**config.mk**
```make
export PLATFORM = sky130hd
export DESIGN_NAME = pc_stack
export DESIGN_NICKNAME = d
export VERILOG_FILES = /design/src/rtl/pc_stack.sv
export SDC_FILE = /design/constraint.sdc
export NUM_CORES = 1
export LEC_CHECK = 0
export ABC_AREA = 1
export ABC_CLOCK_PERIOD_IN_PS = 3700
export CELL_PAD_IN_SITES_DETAIL_PLACEMENT = 1
export CELL_PAD_IN_SITES_GLOBAL_PLACEMENT = 2
export CORE_UTILIZATION = 30
export DETAILED_ROUTE_END_ITERATION = 8
export HOLD_SLACK_MARGIN = 0.15
export PLACE_DENSITY = 0.82
export SETUP_SLACK_MARGIN = 0.3
export SYNTH_ARGS = -nofsm -noshare
export SYNTH_HDL_FRONTEND = slang
export SYNTH_SLANG_ARGS = --single-unit
```
**constraint.sdc**
```tcl
create_clock -name clk -period 3.7 [get_ports clk]
set_input_delay 0.74 -clock clk [delete_from_list [all_inputs] [get_ports clk]]
set_output_delay 0.74 -clock clk [all_outputs]
set_load 0.01 [all_outputs]
```
**src/rtl/pc_stack.sv**
```systemverilog
// pc_stack
//   Program counter with an integrated circular return-address stack, in
//   the style of the 4004 call/return scheme. The PC advances once per
//   instruction fetch (on the INC_CYCLE machine cycle). It also loads jump
//   targets, and it pushes or pops return addresses for subroutine call and
//   return. The stack level and the sticky overflow/underflow flags are
//   exported for decode and debug.
//
// Parameters
//   ADDR_W     PC and stack-entry width (>= 4)
//   DEPTH      number of return-address stack entries (>= 1)
//   INC_CYCLE  machine-cycle code (0..7) on which the PC increments
//   LVL_W      width of stkLevel (derived, not overridable)
//
// Ports
//   clk         system clock; all state changes on the rising edge
//   rstN        asynchronous active-low reset
//   cycle       machine cycle code 0:A1 1:A2 2:A3 3:M1 4:M2 5:X1 6:X2 7:X3
//   pcLoad      jump: PC <= pcLoadData
//   pcCall      call: push the current PC, then PC <= pcLoadData
//   pcRet       return: PC <= popped entry
//   pcLoadData  jump/call target
//   clrFlags    synchronous clear of stkOvf/stkUnf
//   pcAddr      current PC (registered)
//   stkTop      entry that a pop would return right now
//   stkLevel    number of valid entries, 0..DEPTH
//   stkOvf      sticky: a push happened while the stack was full
//   stkUnf      sticky: a pop happened while the stack was empty

module pc_stack #(
  parameter  int ADDR_W    = 12,
  parameter  int DEPTH     = 3,
  parameter  int INC_CYCLE = 2,
  localparam int LVL_W     = $clog2(DEPTH + 1)
) (
  input  logic              clk,
  input  logic              rstN,
  input  logic [2:0]        cycle,
  input  logic              pcLoad,
  input  logic              pcCall,
  input  logic              pcRet,
  input  logic [ADDR_W-1:0] pcLoadData,
  input  logic              clrFlags,
  output logic [ADDR_W-1:0] pcAddr,
  output logic [ADDR_W-1:0] stkTop,
  output logic [LVL_W-1:0]  stkLevel,
  output logic              stkOvf,
  output logic              stkUnf
);

  // A single-entry stack still needs a 1-bit pointer so the declarations
  // remain legal; the pointer simply never leaves zero in that case.
  localparam int PTR_W = (DEPTH > 1) ? $clog2(DEPTH) : 1;

  localparam logic [PTR_W-1:0] PTR_LAST  = PTR_W'(DEPTH - 1);
  localparam logic [LVL_W-1:0] LVL_FULL  = LVL_W'(DEPTH);
  localparam logic [2:0]       INC_CODE  = 3'(INC_CYCLE);

  // Stack storage and write pointer. ptr addresses the next slot to be
  // written; the most recent push sits one slot below it (circularly).
  logic [ADDR_W-1:0] stack_mem [DEPTH];
  logic [PTR_W-1:0]  ptr;
  logic [PTR_W-1:0]  ptr_up;
  logic [PTR_W-1:0]  ptr_down;

  // Decoded actions for this edge. At most one of these is set.
  logic do_ret;
  logic do_call;
  logic do_load;
  logic do_inc;

  // Next-state values.
  logic [ADDR_W-1:0] pc_next;
  logic [PTR_W-1:0]  ptr_next;
  logic [LVL_W-1:0]  level_next;
  logic              set_ovf;
  logic              set_unf;
  logic              ovf_next;
  logic              unf_next;

  // Circular pointer neighbours. These are computed with explicit wrap
  // compares so that DEPTH does not have to be a power of two.
  always_comb begin
    ptr_up   = (ptr == PTR_LAST) ? '0 : ptr + PTR_W'(1);
    ptr_down = (ptr == '0) ? PTR_LAST : ptr - PTR_W'(1);
  end

  // The entry a return would pop is always the slot just below the write
  // pointer. During underflow this slot holds a stale value, and that
  // stale value is deliberately exposed.
  always_comb begin
    stkTop = stack_mem[ptr_down];
  end

  // Priority decode: return > call > jump > fetch increment. An op that is
  // asserted on the increment cycle suppresses the increment for that edge.
  always_comb begin
    do_ret  = pcRet;
    do_call = pcCall & ~pcRet;
    do_load = pcLoad & ~pcCall & ~pcRet;
    do_inc  = ~pcLoad & ~pcCall & ~pcRet & (cycle == INC_CODE);
  end

  // Next PC selection.
  always_comb begin
    pc_next = pcAddr;
    if (do_ret) begin
      pc_next = stkTop;
    end else if (do_call || do_load) begin
      pc_next = pcLoadData;
    end else if (do_inc) begin
      pc_next = pcAddr + ADDR_W'(1);
    end
  end

  // Pointer and level bookkeeping. The pointer always moves on a push or a
  // pop, even when the level saturates. This is what makes an overflowing
  // push overwrite the oldest entry, and an underflowing pop walk back
  // through stale entries.
  always_comb begin
    ptr_next   = ptr;
    level_next = stkLevel;
    set_ovf    = 1'b0;
    set_unf    = 1'b0;
    if (do_ret) begin
      ptr_next = ptr_down;
      if (stkLevel == '0) begin
        set_unf = 1'b1;
      end else begin
        level_next = stkLevel - LVL_W'(1);
      end
    end else if (do_call) begin
      ptr_next = ptr_up;
      if (stkLevel == LVL_FULL) begin
        set_ovf = 1'b1;
      end else begin
        level_next = stkLevel + LVL_W'(1);
      end
    end
  end

  // Sticky flags. A new event on the same edge as clrFlags keeps the flag
  // set, so an error is never lost to a clear that races it.
  always_comb begin
    ovf_next = set_ovf | (stkOvf & ~clrFlags);
    unf_next = set_unf | (stkUnf & ~clrFlags);
  end

  // PC, pointer, level and flag registers.
  always_ff @(posedge clk or negedge rstN) begin
    if (!rstN) begin
      pcAddr   <= '0;
      ptr      <= '0;
      stkLevel <= '0;
      stkOvf   <= 1'b0;
      stkUnf   <= 1'b0;
    end else begin
      pcAddr   <= pc_next;
      ptr      <= ptr_next;
      stkLevel <= level_next;
      stkOvf   <= ovf_next;
      stkUnf   <= unf_next;
    end
  end

  // Stack storage. A call stores the PC as it stands before this edge,
  // which is already past the fetched instruction words, so a later
  // return resumes at the right place without any +1 adjustment.
  always_ff @(posedge clk or negedge rstN) begin
    if (!rstN) begin
      for (int i = 0; i < DEPTH; i++) begin
        stack_mem[i] <= '0;
      end
    end else if (do_call) begin
      stack_mem[ptr] <= pcAddr;
    end
  end

endmodule
```
==> impl_metrics.env <==
export IMPL_status="finished, final reports clean"
export IMPL_hold_buffers=0
export IMPL_p_leak_uw=0.00162
export IMPL_die_width_um=101
export IMPL_hold_violations=0
export IMPL_slowest_stage="clkdlybuf4s50_1"
export IMPL_cts_sinks=54
export IMPL_synth_seq_cells=54
export IMPL_reg2reg_to="pcAddr[11]$_DFFE_PN0P_"
export IMPL_p_comb_frac=0.531
export IMPL_final_cell_mix="105 x nand2_1, 61 x o21ai_0, 54 x dfrtp_1"
export IMPL_start_util=0.314
export IMPL_grt_max_degree=39
export IMPL_tritoncts="done"
export IMPL_postRouteAntennaNets=0
export IMPL_htreeDepth=2
export IMPL_switching_share=0.447
export IMPL_io_pins=49
export IMPL_min_period_ps=3170
export IMPL_synthTopCellsByArea="dfrtp_1 46%, nand2_1 13%, o21ai_0 10%"
export IMPL_synth_top_area_share=0.461
export IMPL_worst_r2r_setup_slack_ps=1570
export IMPL_synth_warnings=0
export IMPL_grt_pass1_wl_mm=14.8
export IMPL_fin_setup_tns_ps=0
export IMPL_core_area_sq_um=9330
export IMPL_cp_depth=5
export IMPL_drc=0
export IMPL_async_flop_share=1.00
export IMPL_cp_required_ps=2960
export IMPL_max_stage_delay_ps=600
export IMPL_p_int_uw=1690
export IMPL_cts_buffers=5
export IMPL_cts_root_buffer="clkbuf_8"
export IMPL_syn_area_per_cell_sq_um=7.77
export IMPL_grt_remaining_overflow=0
export IMPL_max_freq_mhz=316
export IMPL_first_pass_iters=4
export IMPL_synth_seq_area_share=0.461
export IMPL_path_buf_inv=2
export IMPL_dpl_hpwl_mm=6.33
export IMPL_area_delta_synth_final_pct=22.0
export IMPL_globalplace_congestion=0.774
export IMPL_diodes=0
export IMPL_setup_viol_count_final=0
export IMPL_reg2regPathDepth=10
export IMPL_cp_top_family="buffers and inverters"
export IMPL_die_y_um=101
export IMPL_startpoint_type="flop"
export IMPL_avgRoutedWirePerCell_um=16.0
export IMPL_p_per_area_nw_per_um2=854
export IMPL_insertion_delay_ps=310
export IMPL_synth_edf_count=0
export IMPL_clockBufferDepth=2
export IMPL_via_count=2616
export IMPL_critPathMostFrequentCell="o21ai_0"
export IMPL_r2r_start="ptr[1]$_DFFE_PN0P_"
export IMPL_cp_startpoint="ptr[1]$_DFFE_PN0P_"
export IMPL_drive_gt1_frac=0.0641
export IMPL_vias_per_cell=4.76
export IMPL_grt_pass1_vias=2817
export IMPL_dieArea_sq_um=10200
export IMPL_antenna_found_initial=0
export IMPL_fin_total_pwr_uw=3050
export IMPL_num_rows=35
export IMPL_final_nets=448
export IMPL_crit_path_end="stkTop[3]"
export IMPL_critPathMaxFanout=14
export IMPL_path_cells="inv_1 -> ha_2 -> o21ai_0 -> o21ai_0 -> clkdlybuf4s50_1"
export IMPL_dr_first_iter_drc_count=147
export IMPL_netlist_instances=377
export IMPL_syn_num_nets=405
export IMPL_grtUsageTotal=0.193
export IMPL_finalCritPeriodShare=0.856
export IMPL_synth_ff_type="dfrtp_1"
export IMPL_endpoint_kind="output port"
export IMPL_syn_area_sq_um=2930
export IMPL_tightestPinTransition_ps=786
export IMPL_power_switching_uw=1360
export IMPL_skew_ps=3.19
export IMPL_worstPathArrival_ps=2430
export IMPL_hp_class="primary input to async pin"
export IMPL_power_share_clock=0.112
export IMPL_wl_mm=8.81
export IMPL_fin_util=0.383
export IMPL_finalMaxSlewViolations=0
export IMPL_synth_cell_types=31
export IMPL_final_cells=550
export IMPL_placedCellCount=541
export IMPL_seqPwrFrac=0.357
export IMPL_ir_worst_vdd_mv=0.287
export IMPL_max_cap_violations=0
export IMPL_path_clk_slew_ps=100
export IMPL_critPathKind="flop to output port"
export IMPL_max_slew_margin=0.475
export IMPL_yosys_area_top_type="dfrtp_1"
export IMPL_fillers=1166
export IMPL_layout_commonest_cell="nand2_1"
export IMPL_port_buffers=48
export IMPL_rsz0062_at_grt="false"
## worst min-delay path by stage
stage / from / end / cells past startpoint
after CTS: rstN / stack_mem[1]$_DFFE_PN0P_ / 1
final: rstN / stack_mem[1]$_DFFE_PN0P_ / 1
after global placement: stack_mem[34]$_DFFE_PN0P_ / stack_mem[34]$_DFFE_PN0P_ / 2
after global routing: rstN / stack_mem[2]$_DFFE_PN0P_ / 1
after floorplan: rstN / pcAddr[0]$_DFFE_PN0P_ / 0
after detailed placement: stack_mem[35]$_DFFE_PN0P_ / stack_mem[35]$_DFFE_PN0P_ / 2
## repair_timing
item | 4_1_cts | 5_1_grt
gates resized for setup | 0 | 5
setup buffers | 0 | 1
setup endpoints to repair | 0 | 12
## routing by layer
layer / up-vias / routed length, um / global-route usage
met5: - / 0 / 0
met4: 0 / 78 / 0.0502
met3: 4 / 218 / 0.0257
met2: 42 / 4020 / 0.309
met1: 1257 / 4500 / 0.274
li1: 1313 / - / -
## kinds of logic after synthesis
family / count (synthesis) / synth area share
buffers and inverters: 52 / 0.0888
adder cells (fa/ha/maj): 7 / 0.0299
AND/OR/NAND/NOR: 169 / 0.251
flip-flops: 54 / 0.461
AO/OA/AOI/OAI: 95 / 0.169
## through the flow
step | setup slack, ps | hold WS (ps) | instance area, sq um
finish | 532 | 344 | 3570
detailed placement | 703 | 471 | 3470
floorplan | 1600 | 444 | 2930
global route | 347 | 371 | 3570
global placement | 708 | 460 | 3470
CTS | 325 | 349 | 3550
## cell usage after synthesis (2+ instances only)
cell / number
ha_1: 7
dfrtp_1: 54
o21ai_1: 15
o22ai_1: 3
nand4_1: 2
nand3_1: 31
o211ai_1: 4
nor2_2: 2
a21oi_1: 10
nor2_1: 23
inv_2: 3
buf_2: 4
buf_6: 5
inv_1: 31
nand2_1: 105
o21ai_0: 61
clkbuf_1: 3
## power groups by stage
| stage | sequential, uW | combinational, uW | clock (uW) |
|---|---|---|---|
| final | 1090 | 1620 | 342 |
| after global routing | 1130 | 1810 | 380 |
| after CTS | 1090 | 1610 | 355 |
| after detailed placement | 1100 | 1600 | 0 |
| after global placement | 1090 | 1570 | 0 |
| after floorplan | 1060 | 873 | 0 |
## cell type report
class | count | area [sq um] | area share
Clock buffer | 6 | 72.6 | 0.0203
Multi-Input combinational cell | 271 | 1320 | 0.370
Clock inverter | 2 | 13.8 | 0.00385
Tap cell | 129 | 161 | 0.0452
Sequential cell | 54 | 1350 | 0.378
Inverter | 37 | 153 | 0.0427
Timing Repair Buffer | 51 | 498 | 0.139
## sequential cells by signal, summed over array words and instances, names as in the netlist
register,count
pcAddr,12
ptr,2
stack_mem,36
stkLevel,2
stkOvf,1
stkUnf,1
(Power assumes the default switching activity.)
